`config.mk`:
```
export PLATFORM = sky130hd
export DESIGN_NAME = systolic_result_collector_flat
export DESIGN_NICKNAME = d
export VERILOG_FILES = /design/src/rtl/systolic_result_collector_if.sv /design/src/rtl/systolic_result_collector.sv /design/src/flat_wrapper.sv
export SDC_FILE = /design/constraint.sdc
export NUM_CORES = 1
export LEC_CHECK = 0
export CORE_UTILIZATION = 25
export DETAILED_ROUTE_END_ITERATION = 6
export GPL_TIMING_DRIVEN = 0
export SKIP_CTS_REPAIR_TIMING = 1
export SYNTH_ARGS = -nofsm -noshare
export SYNTH_HDL_FRONTEND = slang
export SYNTH_SLANG_ARGS = --single-unit
```
`constraint.sdc`:
```
create_clock -name i_clk -period 6.87 [get_ports i_clk]
set_input_delay 1.7175 -clock i_clk [delete_from_list [all_inputs] [get_ports i_clk]]
set_output_delay 1.7175 -clock i_clk [all_outputs]
set_load 0.03 [all_outputs]
```
`src/rtl/systolic_result_collector_if.sv`:
```
// Handshake and data bundle between the systolic array control and the result collector.
// The slave side is the collector; the master side is whatever drives starts and drains results.
interface systolic_result_collector_if #(
    parameter int N = 4,
    parameter int W = 8
);
    logic                          i_start;
    logic                          o_startReady;
    logic [N-1:0][N-1:0][W-1:0]    i_peAcc;
    logic                          o_accClear;
    logic [N-1:0][N-1:0][W-1:0]    o_c;
    logic                          o_validResult;
    logic                          i_resultReady;
    logic                          o_busy;

    modport slave (
        input  i_start, i_peAcc, i_resultReady,
        output o_startReady, o_accClear, o_c, o_validResult, o_busy
    );

    modport master (
        output i_start, i_peAcc, i_resultReady,
        input  o_startReady, o_accClear, o_c, o_validResult, o_busy
    );
endinterface

```
`src/rtl/systolic_result_collector.sv`:
```
// Waits a fixed number of cycles after each start, snapshots every PE accumulator at once,
// presents the matrix under a valid/ready handshake and pulses an accumulator clear.
module systolic_result_collector #(
    parameter int N       = 4,
    parameter int W       = 8,
    parameter int LATENCY = 3*N-2
) (
    input  logic                         i_clk,
    input  logic                         i_arst,
    systolic_result_collector_if.slave   bus
);
    localparam int CNT_W = $clog2(LATENCY) + 1;
    localparam logic [CNT_W-1:0] LAST = CNT_W'(LATENCY - 1);

    typedef enum logic [1:0] {IDLE, COMPUTE, VALID} state_t;

    state_t                       state, state_nxt;
    logic [CNT_W-1:0]             cnt, cnt_nxt;
    logic                         capture;
    logic                         start_ready;
    logic                         acc_clear;
    logic [N-1:0][N-1:0][W-1:0]   c_q;

    always_comb begin
        state_nxt   = state;
        cnt_nxt     = cnt;
        capture     = 1'b0;
        start_ready = 1'b0;
        case (state)
            IDLE: begin
                start_ready = 1'b1;
                if (bus.i_start) begin
                    state_nxt = COMPUTE;
                    cnt_nxt   = '0;
                end
            end
            COMPUTE: begin
                // Counter can reach LATENCY at most, which CNT_W always holds.
                cnt_nxt = cnt + 1'b1;
                if (cnt == LAST) begin
                    capture   = 1'b1;
                    state_nxt = VALID;
                end
            end
            VALID: begin
                start_ready = bus.i_resultReady;
                if (bus.i_resultReady) begin
                    if (bus.i_start) begin
                        state_nxt = COMPUTE;
                        cnt_nxt   = '0;
                    end else begin
                        state_nxt = IDLE;
                    end
                end
            end
            default: state_nxt = IDLE;
        endcase
    end

    always_ff @(posedge i_clk or posedge i_arst) begin
        if (i_arst) begin
            state     <= IDLE;
            cnt       <= '0;
            acc_clear <= 1'b0;
            c_q       <= '0;
        end else begin
            state     <= state_nxt;
            cnt       <= cnt_nxt;
            // Clear lands in the first VALID cycle, ahead of any back-to-back operands.
            acc_clear <= capture;
            if (capture) c_q <= bus.i_peAcc;
        end
    end

    assign bus.o_startReady  = start_ready;
    assign bus.o_accClear    = acc_clear;
    assign bus.o_c           = c_q;
    assign bus.o_validResult = (state == VALID);
    assign bus.o_busy        = (state != IDLE);
endmodule
```
`src/flat_wrapper.sv`:
```
// flat-port wrapper written by rule: the top's interface ports become plain ports
module systolic_result_collector_flat 
#(
    parameter int N       = 4,
    parameter int W       = 8,
    parameter int LATENCY = 3*N-2
)
  (i_clk, i_arst, bus_i_start, bus_i_peAcc, bus_i_resultReady, bus_o_startReady, bus_o_accClear, bus_o_c, bus_o_validResult, bus_o_busy);
  systolic_result_collector_if #(.N(N), .W(W)) bus_i ();
  input  logic i_clk;
  input  logic i_arst;
  input wire logic [$bits(bus_i.i_start)-1:0] bus_i_start;
  input wire logic [$bits(bus_i.i_peAcc)-1:0] bus_i_peAcc;
  input wire logic [$bits(bus_i.i_resultReady)-1:0] bus_i_resultReady;
  output wire logic [$bits(bus_i.o_startReady)-1:0] bus_o_startReady;
  output wire logic [$bits(bus_i.o_accClear)-1:0] bus_o_accClear;
  output wire logic [$bits(bus_i.o_c)-1:0] bus_o_c;
  output wire logic [$bits(bus_i.o_validResult)-1:0] bus_o_validResult;
  output wire logic [$bits(bus_i.o_busy)-1:0] bus_o_busy;
  assign bus_i.i_start = bus_i_start;
  assign bus_i.i_peAcc = bus_i_peAcc;
  assign bus_i.i_resultReady = bus_i_resultReady;
  assign bus_o_startReady = bus_i.o_startReady;
  assign bus_o_accClear = bus_i.o_accClear;
  assign bus_o_c = bus_i.o_c;
  assign bus_o_validResult = bus_i.o_validResult;
  assign bus_o_busy = bus_i.o_busy;
  systolic_result_collector #(.N(N), .W(W), .LATENCY(LATENCY)) u_core (.i_clk(i_clk), .i_arst(i_arst), .bus(bus_i));
endmodule
```
==> results of run 1 <==
## path summary, 6_finish.rpt
path	from	endpoint
max in group asynchronous	i_arst	u_core.bus.o_c[105]
setup / recovery	bus_i_resultReady	bus_o_startReady
hold / removal	u_core.bus.o_c[98]	u_core.bus.o_c[98]
min in group asynchronous	i_arst	u_core.bus.o_c[116]
setup reg to reg	u_core.cnt[0]	u_core.bus.o_c[35]
hold reg to reg	u_core.bus.o_c[98]	u_core.bus.o_c[98]
## cells in the final DEF (no fill, tap or decap), types with 4 or more instances in the layout
cell type,netlist,routed
sky130_fd_sc_hd__buf_6,11,11
sky130_fd_sc_hd__bufinv_16,0,4
sky130_fd_sc_hd__clkbuf_1,2,4
sky130_fd_sc_hd__clkbuf_16,0,17
sky130_fd_sc_hd__clkdlybuf4s50_1,0,263
sky130_fd_sc_hd__dfrtp_1,136,136
sky130_fd_sc_hd__inv_1,5,4
sky130_fd_sc_hd__mux2_2,30,30
sky130_fd_sc_hd__mux2_4,98,98
sky130_fd_sc_hd__nand2_1,4,4
sky130_fd_sc_hd__o21ai_0,4,4
## final cells by class
| type | count | area (um^2) | area share, % |
|---|---|---|---|
| sequential | 136 | 3400 | 36.7 |
| timing repair buffer | 264 | 2660 | 28.7 |
| multi-input combinational | 164 | 2060 | 22.3 |
| clock buffer | 20 | 447 | 4.82 |
| tap | 280 | 350 | 3.78 |
| clock inverter | 11 | 173 | 1.86 |
| buffer | 16 | 146 | 1.58 |
| inverter | 5 | 23.8 | 0.257 |
## routing by layer
| metal | global-route usage [%] | share of wire [%] | up-vias |
|---|---|---|---|
| met3 | 4.36 | 7.7 | 23 |
| met1 | 15.7 | 41 | 1856 |
| met4 | 5.64 | 2.1 | 0 |
| li1 | - | - | 1701 |
| met5 | 0 | 0 | - |
| met2 | 22.2 | 49 | 161 |
## flip-flops by register name, indices dropped and copies added (netlist names)
signal                 flops
u_core.state               2
u_core.bus.o_c           128
u_core.cnt                 5
u_core.bus.o_accClear      1
## worst reg2reg max path: cells and delay by family, from the launching register on
family / cells / cell delay [ns]
muxes: 1 / 0.32
adders and majority gates: 1 / 0.22
buffers and inverters: 2 / 0.43
DFF: 1 / 0.44
and+or+nand+nor: 2 / 0.33
## power breakdown
part | internal [mW] | total, mW | switching, mW
logic | 1.27 | 2.51 | 1.23
registers | 1.21 | 1.45 | 0.238
clock network | 0.617 | 0.968 | 0.351
total | 3.10 | 4.92 | 1.82
## metrics by stage
stage	util (%)	setup WS [ns]
after floorplan	-	1.51
after global placement	39.2	-0.331
after detailed placement	39.4	2.08
after CTS	42.2	2.06
after global routing	42.2	1.98
final	42.2	2.07
## cells by family (layout without fill, tap and decap cells)
| logic type | count (synthesis) | in the layout | share of synthesized area, % |
|---|---|---|---|
| buf+inv | 21 | 316 | 2.93 |
| mux | 131 | 131 | 32.7 |
| simple gates | 16 | 16 | 1.60 |
| compound gates | 14 | 14 | 1.78 |
| xor+xnor | 1 | 1 | 0.156 |
| fa+ha+maj | 2 | 2 | 0.444 |
| flops | 136 | 136 | 60.4 |
==> implementation parameters, run 1 <==
Parameter                              Value

Place
  DP Area ... 0.00865 mm^2
  Half-perimeter wire length of the detailed placement result ... 11000 um
  Port buffer count ... 263
  Placed instance count ... 865
  Last weighted congestion value of the routability-driven placer ... 0.792

STA
  Final Skew ... 0.0152 ns
  Final worst hold slack ... 0.506 ns
  Setup violations, final ... 0
  Maximum frequency from static timing analysis ... 208 MHz
  Final max-slew violation count ... 0
  Worst relative slew slack ... 63.3%
  RSZ-0062 raised after global routing ... no
  Final period demand of the worst path ... 4.80 ns
  Worst-margin pin slew ... 0.551 ns
  Final Hold Fails ... 0
  Final Cycle Share ... 69.9%
  Final total negative setup slack ... 0 ns

Floorplan
  Starting utilization of the core area ... 25.6%
  Area of the core ... 0.0220 mm^2
  Die W ... 152 um
  DIE HEIGHT ... 152 um
  Total number of placement rows ... 54
  Die Area ... 0.0231 mm^2
  I/O pin count ... 264

Setup path
  Depth of the worst register-to-register path ... 6
  Critical-path cell with the highest stage delay ... sky130_fd_sc_hd__clkdlybuf4s50_1
  CP startpoint kind ... input pin
  Cell repeated most along the worst path ... sky130_fd_sc_hd__clkdlybuf4s50_1
  Slack of the worst reg-to-reg path ... 5.00 ns
  Delay of the slowest cell on the worst path ... 0.62 ns
  Count of buffer and inverter cells on the critical path ... 2
  WP depth ... 4
  Crit end category ... output port
  Crit Path Category ... input pin to output port
  Crit-path max FO ... 4
  CP Data Required Time ... 5.15 ns
  Worst path arrival time ... 3.09 ns
  Series of cell instances along the critical path ... clkdlybuf4s50_1 -> nor2b_1 -> nor2_1 -> clkdlybuf4s50_1
  Cell class contributing the biggest share of worst-path delay ... buffers and inverters

Cells and area
  Fill count ... 1994
  Final-stage net count ... 738
  Layout Area Growth over Synthesis ... 64.5%
  Final std cells w/o fill ... 896
  Share of cells above drive strength 1 ... 28.9%
  ANT cells ... 0
  Post-route cell area ... 0.00927 mm^2

Detailed routing
  Final antenna-violating net count ... 0
  DR DRC count ... 38
  Starting DRT DRC Count ... 140
  DRT Pass-1 Iters ... 6
  Post-DR wirelength/cell ... 16.6 um
  Per-cell via count in the routed design ... 4.18
  Via count ... 3741
  Final routed wirelength across all metal layers ... 14900 um

Clock network
  Number of clock buffers inserted by TritonCTS ... 17
  Worst-skew pair later-pin latency ... 0.42 ns
  Clk slew on worst S/H paths ... 0.06 ns
  CTS Root Cell ... sky130_fd_sc_hd__clkbuf_16
  Sink Count ... 136
  CTS H-Tree Depth ... 4
  TritonCTS clock tree ... built
  Clock buffer depth ... 2

Logic synthesis
  Synthesized area per cell ... 17.5 um^2
  Number of storage elements in the synthesis netlist ... 136
  Most numerous cell in the Yosys netlist ... sky130_fd_sc_hd__dfrtp_1
  Number of warning messages in the yosys log ... 0
  Share of the synthesized area in the top cell type ... 60.4%
  Top flip-flop cell by instance count after synthesis ... sky130_fd_sc_hd__dfrtp_1
  Sequential-to-total area share from yosys stat ... 60.4%
  Fraction of synthesis flops using an asynchronous set or reset pin ... 100%
  Syn nets ... 455
  Count of distinct cell types in the synthesized netlist ... 23
  Commonest cells in the synthesized netlist ... sky130_fd_sc_hd__dfrtp_1, sky130_fd_sc_hd__mux2_4, sky130_fd_sc_hd__mux2_2, sky130_fd_sc_hd__buf_6, sky130_fd_sc_hd__inv_1
  Dominant cell type by area after synthesis ... sky130_fd_sc_hd__dfrtp_1
  Synthesized netlist cell count ... 321
  Number of synthesized flops with an enable pin ... 0
  Post-synthesis instance area ... 0.00563 mm^2
  Top cells by area, synth ... sky130_fd_sc_hd__dfrtp_1, sky130_fd_sc_hd__mux2_4, sky130_fd_sc_hd__mux2_2

Power and ir drop
  Total leakage power ... 4.19 nW
  Power density normalized to cell area ... 531 mW/mm^2
  Design Power ... 4.92 mW
  IR drop worst, VDD ... 0.229 mV

Global route
  Largest net degree at the start of global routing ... 80
  Via count of the first global-routing pass ... 4293
  Number of antenna violations at the first check in global routing ... 0
  First-pass GRT wire length ... 23800 um
  Global routing usage summed across all routing layers ... 13.3%
  Total grt overflow ... 0

Job
  Max cap viols ... 0

Min path
  Worst hold path depth ... 1
  Hold Crit Class ... register to register

Outcome
  Violated checks ... DRC
  Result of the run ... complete, but fails checks
Power figures use the tool's default switching activity.
==> run 2: changes to the inputs <==
==> constraint.sdc (replaced) <==
create_clock -name i_clk -period 5 [get_ports i_clk]
set_input_delay 1.25 -clock i_clk [delete_from_list [all_inputs] [get_ports i_clk]]
set_output_delay 1.25 -clock i_clk [all_outputs]
set_load 0.03 [all_outputs]
==> results of run 2 <==
Same layout as run 1 (identical final DEF). Status: complete, but fails checks: DRC.
Among the figures that moved: setup slack after placement 2.08 ns -> 1.14 ns; setup slack after layout 2.07 ns -> 1.13 ns; register-to-register setup slack 5.00 ns -> 3.13 ns; total power 4.92 mW -> 6.76 mW; worst IR drop on VDD 0.229 mV -> 0.314 mV
